$ cat src/rtl/axis_pkt_rr_arbiter.sv
// ---------------------------------------------------------------------------
// axis_pkt_rr_arbiter
//
// Two-input AXI-Stream packet arbiter. One downstream stream is shared
// between two requesters using round-robin at packet granularity. Once an
// input is granted, the grant stays with it from the first beat until its
// tlast beat is accepted, so packets from the two inputs never interleave.
// The output stage is a single register slice, and per-input packet
// counters report how many complete packets each input has forwarded.
//
// Parameters:
//   DW  width of all tdata buses
//   CW  width of the per-input packet counters (wrap silently)
//
// Ports:
//   clk         clock, all logic on the rising edge
//   rst         asynchronous reset, active-low (0 = in reset)
//   s1_tdata    input 1 data
//   s1_tvalid   input 1 valid
//   s1_tlast    input 1 end-of-packet
//   s1_tready   input 1 ready
//   s2_tdata    input 2 data
//   s2_tvalid   input 2 valid
//   s2_tlast    input 2 end-of-packet
//   s2_tready   input 2 ready
//   m_tdata     output data (registered)
//   m_tvalid    output valid (registered)
//   m_tlast     output end-of-packet (registered)
//   m_tready    downstream ready
//   busy        1 while a grant is locked
//   grant_id    current or most recent grant: 0 = s1, 1 = s2
//   s1_pkt_cnt  packets forwarded from s1
//   s2_pkt_cnt  packets forwarded from s2
// ---------------------------------------------------------------------------
module axis_pkt_rr_arbiter #(
  parameter int DW = 8,
  parameter int CW = 16
) (
  input  logic          clk,
  input  logic          rst,
  input  logic [DW-1:0] s1_tdata,
  input  logic          s1_tvalid,
  input  logic          s1_tlast,
  output logic          s1_tready,
  input  logic [DW-1:0] s2_tdata,
  input  logic          s2_tvalid,
  input  logic          s2_tlast,
  output logic          s2_tready,
  output logic [DW-1:0] m_tdata,
  output logic          m_tvalid,
  output logic          m_tlast,
  input  logic          m_tready,
  output logic          busy,
  output logic          grant_id,
  output logic [CW-1:0] s1_pkt_cnt,
  output logic [CW-1:0] s2_pkt_cnt
);

  typedef enum logic {
    IDLE = 1'b0,
    LOCK = 1'b1
  } state_t;

  state_t          state;
  state_t          state_nxt;
  logic            grant_nxt;
  logic            last_grant;
  logic            last_grant_nxt;

  logic [DW-1:0]   sel_data;
  logic            sel_valid;
  logic            sel_last;
  logic            out_free;
  logic            lock_ready;
  logic            accept;
  logic            pkt_done;

  // Mux of the currently granted input. grant_id is held stable for the
  // whole locked packet, so this mux never switches inside a packet.
  always_comb begin
    sel_data  = grant_id ? s2_tdata  : s1_tdata;
    sel_valid = grant_id ? s2_tvalid : s1_tvalid;
    sel_last  = grant_id ? s2_tlast  : s1_tlast;
  end

  // The output slice can take a new beat when it is empty or being drained
  // this cycle. rst is folded in so both readies drop the moment reset is
  // asserted, without waiting for the state register to settle.
  always_comb begin
    out_free   = ~m_tvalid | m_tready;
    lock_ready = rst & (state == LOCK) & out_free;
    s1_tready  = lock_ready & ~grant_id;
    s2_tready  = lock_ready & grant_id;
    accept     = lock_ready & sel_valid;
    pkt_done   = accept & sel_last;
  end

  // Next-state logic. In IDLE a single requester wins outright; with both
  // requesting, the one that did not have the previous packet wins. The
  // lock is released only by an accepted tlast beat, and a stalled granted
  // input simply keeps the lock.
  always_comb begin
    state_nxt      = state;
    grant_nxt      = grant_id;
    last_grant_nxt = last_grant;
    case (state)
      IDLE: begin
        if (s1_tvalid | s2_tvalid) begin
          state_nxt = LOCK;
          grant_nxt = (s1_tvalid & s2_tvalid) ? ~last_grant : s2_tvalid;
        end
      end
      LOCK: begin
        if (pkt_done) begin
          state_nxt      = IDLE;
          last_grant_nxt = grant_id;
        end
      end
      default: begin
        state_nxt = IDLE;
      end
    endcase
  end

  // Arbitration state. last_grant resets to s2 so that s1 holds first
  // priority after reset.
  always_ff @(posedge clk or negedge rst) begin
    if (!rst) begin
      state      <= IDLE;
      grant_id   <= 1'b0;
      last_grant <= 1'b1;
    end else begin
      state      <= state_nxt;
      grant_id   <= grant_nxt;
      last_grant <= last_grant_nxt;
    end
  end

  assign busy = (state == LOCK);

  // Output register slice. A new beat overwrites the slice directly even
  // while the previous one is being taken, giving full throughput. When the
  // slice drains with nothing new, only valid drops; data and last keep the
  // last forwarded beat.
  always_ff @(posedge clk or negedge rst) begin
    if (!rst) begin
      m_tdata  <= '0;
      m_tvalid <= 1'b0;
      m_tlast  <= 1'b0;
    end else if (accept) begin
      m_tdata  <= sel_data;
      m_tvalid <= 1'b1;
      m_tlast  <= sel_last;
    end else if (m_tready) begin
      m_tvalid <= 1'b0;
    end
  end

  // Packet counters advance when a tlast beat enters the output slice. A
  // packet cut short by reset never reaches tlast and is never counted.
  always_ff @(posedge clk or negedge rst) begin
    if (!rst) begin
      s1_pkt_cnt <= '0;
      s2_pkt_cnt <= '0;
    end else if (pkt_done) begin
      if (grant_id) begin
        s2_pkt_cnt <= s2_pkt_cnt + CW'(1);
      end else begin
        s1_pkt_cnt <= s1_pkt_cnt + CW'(1);
      end
    end
  end

endmodule

$ cat config.mk
export PLATFORM = sky130hd
export DESIGN_NAME = axis_pkt_rr_arbiter
export DESIGN_NICKNAME = d
export VERILOG_FILES = /design/src/rtl/axis_pkt_rr_arbiter.sv
export SDC_FILE = /design/constraint.sdc
export NUM_CORES = 1
export LEC_CHECK = 0
export CAP_MARGIN = 15
export CORE_MARGIN = 8
export CORE_UTILIZATION = 42
export CTS_BUF_LIST = sky130_fd_sc_hd__clkbuf_16
export DETAILED_ROUTE_END_ITERATION = 12
export GPL_ROUTABILITY_DRIVEN = 0
export PLACE_DENSITY = 0.73
export SLEW_MARGIN = 20
export SYNTH_ARGS = -nofsm -noshare
export SYNTH_HDL_FRONTEND = slang
export SYNTH_SLANG_ARGS = --single-unit
$ cat constraint.sdc
create_clock -name clk -period 1.35 [get_ports clk]
set_input_delay 0.135 -clock clk [delete_from_list [all_inputs] [get_ports clk]]
set_output_delay 0.135 -clock clk [all_outputs]
set_load 0.02 [all_outputs]
======== Yosys cells after proc, flatten, opt, wreduce, memory -nomap -nowiden ========
Cells that the tools add are included.
storage, ports and cells
  register bits ........................... 45
  bits in latches ......................... 0
  memory bits (writable) .................. 0
  ROM bits ................................ 0
  input port bits ......................... 23
  output and inout port bits .............. 46
  logic and storage cells ................. 37
  memories kept ........................... 0
cells by class
  add/sub/neg operators ................... 2
  $mul .................................... 0
  div/mod/pow operators ................... 0
  $lt $le $gt $ge ......................... 0
  eq/ne operators ......................... 0
  shift-type cells ........................ 0
  mux-type cells .......................... 9
  bitwise operators ....................... 13
  reductions and logical operators ........ 5
operators with widths
  cell                   number
  $add 16x1->16 const B  2
  $mux 8                 1
  $reduce_and 2->1       4
  $and 1x1->1            7
  $mux 1                 7
  $not 1->1              4
  $or 1x1->1             2
  $pmux 1 s2             1
  $reduce_bool 2->1      1

======== Logic depth before layout (Yosys ltp) ========
Gate-level depths: netlist of the first run.
  depth after elaboration ................. 7
  depth in mapped cells ................... 6
  mapped depth without buffers ............ 5

======== Worst setup path after synthesis of the first run ========
Ideal clock, no wire load.
  kind .................................... register to register
  start ................................... reg grant_id
  end ..................................... reg s1_pkt_cnt[14]
  arrival time ............................ 1402 ps
  data required time ...................... 1221 ps
  setup slack ............................. -181 ps
  cell stages (with the launch flop) ...... 6
  period minus slack after synthesis ...... 1531 ps
  cells stage by stage .................... dfrtp_1 buf_6 nand3b_4 nor4_4 nand4_1 xnor2_1
between the ends
  cells in the longest elaborated chain, start to end .. 4
  elaborated cells between the ends (all ways) .. 6
  classes of those cells .................. 2 x mux; 3 x bitwise; 1 x reduce/logical
RTL lines
  what                                   line  RTL
  start: declaration                     54    output logic grant_id,
  start signal: assignment               134   grant_id <= grant_nxt;
  $mux 1                                 82    sel_valid = grant_id ? s2_tvalid : s1_tvalid;
  $and 1x1->1                            94    accept = lock_ready & sel_valid;
  $and 1x1->1                            95    pkt_done = accept & sel_last;
  $reduce_and 2->1 (no source line) (*)  -
  end signal: assignment                 169   s1_pkt_cnt <= s1_pkt_cnt + CW'(1);
  end: declaration                       55    output logic [CW-1:0] s1_pkt_cnt,
Every way passes the cells marked *; elsewhere a longest branch is shown, timed or not.
A chain may end at the register's enable or synchronous reset.

======== Final worst setup path of the first run ========
  start ................................... reg grant_id
  end ..................................... reg s1_pkt_cnt[12]
The elaborated chain is that of the path after synthesis.

==> impl_metrics.env, run 1 <==
export IMPL_criticalPathCategory="reg2reg"
export IMPL_intPower_w=0.00356
export IMPL_violations="negative hold slack, negative setup slack"
export IMPL_grt_pass1_vias=2024
export IMPL_synth_cell_area_sq_um=2160
export IMPL_p_seq_share_pct=33.7
export IMPL_fin_skew_ns=0.00199
export IMPL_cp_endpoint="s1_pkt_cnt[12]$_DFFE_PN0P_"
export IMPL_antenna_found_initial=0
export IMPL_leakagePower_nw=1.81
export IMPL_antenna_left=0
export IMPL_combPwrFrac_pct=45.6
export IMPL_swShare_pct=35.0
export IMPL_clk_path_buf_depth=2
export IMPL_ys_seq_area_share_pct=52.2
export IMPL_nNetsFinal=334
export IMPL_drt_iter0_drc=49
export IMPL_fmax_mhz=639
export IMPL_synth_avg_cell_area_sq_um=11.9
export IMPL_max_cap_viol_count=0
export IMPL_slew_viol_final=0
export IMPL_fp_dieW_microns=87.7
export IMPL_htree_levels=2
export IMPL_outcome="complete, but fails checks"
export IMPL_finalHoldViolations=36
export IMPL_fin_crit_sh_pct=116
export IMPL_ys_ff_latch=45
export IMPL_place_inst=349
export IMPL_critPathMaxFanout=4
export IMPL_setup_tns_ns=-5.16
export IMPL_clk_latency_ns=0.28
export IMPL_viasPerCell=4.97
export IMPL_worstPathRequired_ns=1.51
export IMPL_wirelength_microns=6380
export IMPL_ff2ff_path_depth=5
export IMPL_synth_fp_nets=207
export IMPL_peakVddDrop_v=0.000966
export IMPL_rsz0062_at_grt="yes"
export IMPL_clkSlewWorstSetupHoldPaths_ns=0.06
export IMPL_power_switching_w=0.00192
export IMPL_floorplan_initialDensity_pct=42.8
export IMPL_synth_distinct_cells=32
export IMPL_drive_above_1_share_pct=40.0
export IMPL_port_buffers=68
export IMPL_die_area_sq_um=7690
export IMPL_synthCells=182
export IMPL_cts_inserted_buffers=5
export IMPL_fillers=347
export IMPL_rows=26
export IMPL_min_period_ns=1.57
export IMPL_r2r_setup_slack_ns=-0.22
export IMPL_drt_pass1_iterations=4
export IMPL_grt_util_all_layers_pct=15.6
export IMPL_grt_pass1_wl_microns=9520
export IMPL_hold_path_class="in2async"
export IMPL_reg2reg_to="s1_pkt_cnt[12]$_DFFE_PN0P_"
export IMPL_pwr_share_clk_pct=20.8
export IMPL_cts_tree="yes"
export IMPL_maxSlewHeadroom_pct=62.3
export IMPL_setup_ws_ns=-0.216
export IMPL_area_delta_synth_final_pct=72.0
export IMPL_total_power_w=0.00549
export IMPL_cp_slowest_cell="dfrtp_2"
export IMPL_grt_overflow_total=0
export IMPL_grt_start_max_net_pins=46
export IMPL_regArea_sq_um=1140
export IMPL_cts_hold_buf=0
export IMPL_core_sq_um=5040
export IMPL_stdcell_count=380
export IMPL_cp_arrival_ns=1.73
export IMPL_critPathMaxStageDelay_ns=0.43
export IMPL_cp_end_kind="flip-flop"
export IMPL_timing_critical_path_from_type="flip-flop"
export IMPL_clock_sinks=45
export IMPL_worst_pin_slew_ns=0.565
export IMPL_diodes=0
export IMPL_vias=1890
export IMPL_post_route_util_pct=73.6
export IMPL_multi_input_area_sq_um=1180
export IMPL_hold_ws_ns=-0.00943
export IMPL_worstSetupStartpoint="grant_id$_DFFE_PN0P_"
export IMPL_reg2reg_from="grant_id$_DFFE_PN0P_"
export IMPL_synth_warnings=0
export IMPL_hpwl_microns=3960
export IMPL_setup_viol=43
export IMPL_cellPowerDensity_nw_per_um2=1480
export IMPL_avgRoutedWirePerCell_microns=16.8
export IMPL_die_h_microns=87.7
export IMPL_cts_root_buffer_cell="clkbuf_16"
export IMPL_io_pins=69
export IMPL_drc=0
export IMPL_worstPathCellList="nand3b_4, nor4_4, buf_4, nand4_1, xnor2_1"
## Yosys cell counts
| master | n | share of area, % |
|---|---|---|
| dfrtp_1 | 44 | 51 |
| xnor2_1 | 26 | 11 |
| nor2_1 | 13 | 2.3 |
| nand2_1 | 12 | 2.1 |
| nand3_1 | 12 | 2.8 |
| nand4_1 | 10 | 2.9 |
| mux2i_1 | 9 | 4.2 |
| a21oi_1 | 8 | 1.9 |
| and3_1 | 5 | 1.4 |
| and4_1 | 4 | 1.6 |
| buf_6 | 4 | 2.1 |
| xor2_1 | 4 | 1.6 |
| inv_1 | 3 | 0.52 |
| nor3_1 | 3 | 0.70 |
| and2_1 | 2 | 0.58 |
| buf_2 | 2 | 0.46 |
| ha_1 | 2 | 1.2 |
| mux2_1 | 2 | 1.0 |
| nor3_4 | 2 | 1.5 |
| nor4_2 | 2 | 1.2 |
| nor4_4 | 2 | 2.0 |
| a211oi_1 | 1 | 0.35 |
| a32o_1 | 1 | 0.46 |
| and4b_1 | 1 | 0.46 |
| dfstp_2 | 1 | 1.2 |
| nand2_2 | 1 | 0.29 |
| nand3b_4 | 1 | 0.93 |
| nor2b_4 | 1 | 0.64 |
| nor3_2 | 1 | 0.46 |
| nor4b_4 | 1 | 1.1 |
| o21bai_1 | 1 | 0.35 |
| or2_1 | 1 | 0.29 |
## how the worst min path moves through the flow
stage                     startpoint                          to  slack, ns  depth (start not counted)
after CTS                        rst      m_tdata[7]$_DFFE_PN0P_       0.02                          2
final                            rst  s1_pkt_cnt[15]$_DFFE_PN0P_     -0.009                          2
after global routing             rst  s1_pkt_cnt[13]$_DFFE_PN0P_       0.05                          2
after global placement           rst  s1_pkt_cnt[15]$_DFFE_PN0P_       0.31                          2
after floorplan                  rst              busy$_DFF_PN0_      -0.16                          0
after detailed placement         rst  s1_pkt_cnt[15]$_DFFE_PN0P_       0.32                          2
## registers in the layout, indices dropped and copies added, names as in the netlist
name,count
busy,1
s1_pkt_cnt,16
m_tdata,8
m_tvalid,1
m_tlast,1
last_grant,1
s2_pkt_cnt,16
grant_id,1
## cells by family (layout without fill, tap and decap cells)
| group | count (synthesis) | count (layout) | synth area share (%) |
|---|---|---|---|
| compound gates | 11 | 11 | 3.01 |
| xor+xnor | 30 | 30 | 12.2 |
| fa+ha+maj | 2 | 2 | 1.16 |
| buf+inv | 9 | 137 | 3.07 |
| flops | 45 | 45 | 52.2 |
| mux | 11 | 11 | 5.21 |
| simple gates | 74 | 74 | 23.2 |
## cells in the final DEF, fill, tap and decap left out, drive strengths merged, types with 2 or more instances in the layout
| master | count |
|---|---|
| nand2 | 13 |
| nand4 | 10 |
| inv | 6 |
| nor4 | 4 |
| nor2 | 13 |
| clkdlybuf4s50 | 21 |
| and4 | 4 |
| mux2i | 9 |
| and3 | 5 |
| buf | 60 |
| dlygate4sd2 | 44 |
| clkbuf | 6 |
| and2 | 2 |
| nand3 | 12 |
| xor2 | 4 |
| dfrtp | 44 |
| a21oi | 8 |
| nor3 | 6 |
| xnor2 | 26 |
| mux2 | 2 |
| ha | 2 |
## timing repair
item / in CTS / in global routing
resized for setup: 74 / 30
endpoints found under the setup margin: 87 / 47
buffers inserted: 13 / 9
pin swaps: 39 / 25
cloned: 1 / 1
## power by group through the flow
stage	Sequential, W	Combinational [W]	Clock, W
floorplan	0.00216	0.000826	0
global placement	0.00184	0.00216	0
detailed placement	0.00186	0.00217	0
CTS	0.00181	0.00230	0.00117
global route	0.00189	0.00268	0.00120
finish	0.00185	0.00250	0.00114
## area by class of cell
type	count	share of cell area, %
Inverter	3	0.303
Clock buffer	5	3.37
Timing Repair Buffer	126	31.3
Multi-Input combinational cell	128	31.7
Tap cell	70	2.36
Clock inverter	3	0.303
Sequential cell	45	30.6
## stage by stage
step	area [sq um]	worst slack, ns	hold slack, ns
final	3710	-0.216	-0.00943
after global routing	3710	-0.284	0.0467
after CTS	3520	-0.137	0.0189
after detailed placement	3240	-0.450	0.322
after global placement	3240	-0.452	0.314
after floorplan	2250	-0.110	-0.161
## critical path, delay by kind of cell, from the launching register on
kind | cells | cell delay [ns]
simple gates | 3 | 0.66
flops | 1 | 0.43
xor+xnor | 1 | 0.17
buf+inv | 1 | 0.18
## layer usage
metal | global-route usage, % | up-vias | share of wire (%)
li1 | - | 889 | -
met1 | 17.7 | 931 | 40
met2 | 25.6 | 56 | 49
met3 | 7.41 | 14 | 8.2
met4 | 3.75 | 0 | 2.1
met5 | 0 | - | 0
(Power assumes the default switching activity.)
==> inputs of run 2 (changes only) <==
--- a/config.mk
+++ b/config.mk
@@ -6,12 +6,14 @@
 export NUM_CORES = 1
 export LEC_CHECK = 0
 export CAP_MARGIN = 15
+export CORE_ASPECT_RATIO = 1.4
 export CORE_MARGIN = 8
 export CORE_UTILIZATION = 42
 export CTS_BUF_LIST = sky130_fd_sc_hd__clkbuf_16
 export DETAILED_ROUTE_END_ITERATION = 12
 export GPL_ROUTABILITY_DRIVEN = 0
 export PLACE_DENSITY = 0.73
+export SKIP_CTS_REPAIR_TIMING = 1
 export SLEW_MARGIN = 20
 export SYNTH_ARGS = -nofsm -noshare
 export SYNTH_HDL_FRONTEND = slang
==> run 2 against run 1 <==
The flow still finishes with violations (negative hold slack, negative setup slack); clock power up 17%; flip-flop and latch count unchanged; routed wire length down 10%; largest cell class is now non-clock buffers.
==> impl_metrics.env, run 2 (synthesis results as in run 1) <==
export IMPL_cp_arrival_ns=1.64
export IMPL_timing_critical_path_from_type="flip-flop"
export IMPL_setup_ws_ns=-0.123
export IMPL_drc=0
export IMPL_wirelength_microns=5710
export IMPL_core_sq_um=5080
export IMPL_clkSlewWorstSetupHoldPaths_ns=0.06
export IMPL_diodes=0
export IMPL_crit_buf_inv=2
export IMPL_port_buffers=68
export IMPL_leakagePower_nw=2.20
export IMPL_maxSlewHeadroom_pct=62.7
export IMPL_fin_skew_ns=0.00462
export IMPL_criticalPathCategory="reg2reg"
export IMPL_grt_pass1_wl_microns=8940
export IMPL_drt_iter0_drc=29
export IMPL_viasPerCell=4.97
export IMPL_drt_pass1_iterations=4
export IMPL_hpwl_microns=4160
export IMPL_rsz0062_at_grt="yes"
export IMPL_max_cap_viol_count=0
export IMPL_rows=31
export IMPL_cp_end_kind="flip-flop"
export IMPL_cts_root_buffer_cell="clkbuf_16"
export IMPL_layout_commonest_cell="dlymetal6s2s_1"
export IMPL_worstPathCellList="nor2b_4, buf_4, nor3_4, buf_4, nand3_1, xnor2_1"
export IMPL_clk_latency_ns=0.28
export IMPL_worst_pin_slew_ns=0.560
export IMPL_fmax_mhz=679
export IMPL_hold_path_class="in2async"
export IMPL_hold_ws_ns=-0.0268
export IMPL_antenna_found_initial=0
export IMPL_reg_top3="s1_pkt_cnt x16, s2_pkt_cnt x16, m_tdata x8"
export IMPL_grt_pass1_vias=1953
export IMPL_grt_overflow_total=0
export IMPL_floorplan_initialDensity_pct=42.5
export IMPL_mostFrequentLayoutCells="dlymetal6s2s_1 (44), buf_4 (43), dfrtp_1 (36)"
export IMPL_cp_slowest_cell="dfrtp_2"
export IMPL_critPathMaxStageDelay_ns=0.40
export IMPL_worstPathRequired_ns=1.51
export IMPL_fin_crit_sh_pct=109
export IMPL_vias=1829
export IMPL_io_pins=69
export IMPL_stdcell_count=368
export IMPL_cellPowerDensity_nw_per_um2=1470
export IMPL_antenna_left=0
export IMPL_die_area_sq_um=7730
export IMPL_cpMostUsedCell="buf_4"
export IMPL_avgRoutedWirePerCell_microns=15.5
export IMPL_crit_family="simple AND/OR/NAND/NOR gates"
export IMPL_die_h_microns=101
export IMPL_reg2reg_from="m_tvalid$_DFFE_PN0P_"
export IMPL_worstSetupStartpoint="m_tvalid$_DFFE_PN0P_"
export IMPL_violations="negative hold slack, negative setup slack"
export IMPL_fp_dieW_microns=76.6
export IMPL_fillers=354
export IMPL_total_power_w=0.00544
export IMPL_slew_viol_final=0
export IMPL_cts_inserted_buffers=5
export IMPL_clk_path_buf_depth=2
export IMPL_grt_start_max_net_pins=46
export IMPL_place_inst=351
export IMPL_setup_viol=41
export IMPL_drive_above_1_share_pct=32.8
export IMPL_critPathMaxFanout=6
export IMPL_htree_levels=2
export IMPL_peakVddDrop_v=0.000951
export IMPL_min_period_ns=1.47
export IMPL_outcome="complete, but fails checks"
export IMPL_grt_util_all_layers_pct=14.5
export IMPL_clock_sinks=45
export IMPL_nNetsFinal=326
export IMPL_finalHoldViolations=44
export IMPL_area_delta_synth_final_pct=71.5
export IMPL_cts_tree="yes"
[run 2: final timing paths]
path,cells after the start,slack (ns),end
min in group clk,1,0.47,s2_pkt_cnt[15]$_DFFE_PN0P_
max reg2reg,6,-0.12,s1_pkt_cnt[15]$_DFFE_PN0P_
max in group asynchronous,2,0.96,grant_id$_DFFE_PN0P_
min,2,-0.03,s1_pkt_cnt[14]$_DFFE_PN0P_
min reg2reg,1,0.47,s2_pkt_cnt[15]$_DFFE_PN0P_
max,6,-0.12,s1_pkt_cnt[15]$_DFFE_PN0P_
[run 2: cell type report]
class                   instances  area [sq um]  area share, %
clock buffers                   5           125           3.38
clock inverters                 3          37.5           1.01
inverters                       3          11.3          0.304
multi-input cells             128          1090           29.6
flip-flops and latches         45          1140           30.7
well taps                      66          82.6           2.23
repair buffers                118          1210           32.8
[run 2: routing by layer]
layer,track usage (%),vias to the layer above,part of all wire [%]
li1,-,879,-
met4,7.13,0,1.7
met5,0,-,0
met2,26.5,44,57
met3,5.27,6,5.7
met1,14.1,900,36
[run 2: metrics by stage]
| step | setup slack (ns) | TNS, ns | area [sq um] | hold slack [ns] | util [%] |
|---|---|---|---|---|---|
| 2_1_floorplan | -0.110 | -2.09 | 2250 | -0.161 | - |
| 3_3_place_gp | -0.397 | -11.19 | 3280 | 0.304 | 64.6 |
| 3_5_place_dp | -0.396 | -11.90 | 3280 | 0.304 | 64.6 |
| 4_1_cts | -0.498 | -8.84 | 3440 | 0.0000506 | 67.8 |
| 5_1_grt | -0.214 | -5.92 | 3700 | 0.0255 | 72.9 |
| 6_report | -0.123 | -2.78 | 3700 | -0.0268 | 72.9 |
[run 2: where the power goes]
part	total, W	internal, W	switching, W	leakage [nW]
logic	0.00227	0.00116	0.00111	1.55
clock network	0.00133	0.000859	0.000470	0.0826
registers	0.00184	0.00164	0.000199	0.573
[run 2: worst register-to-register path: cells and delay by family (launching register included)]
family | cells | cell delay, ns
xor+xnor | 1 | 0.15
buf+inv | 2 | 0.34
flops | 1 | 0.40
simple gates | 3 | 0.47
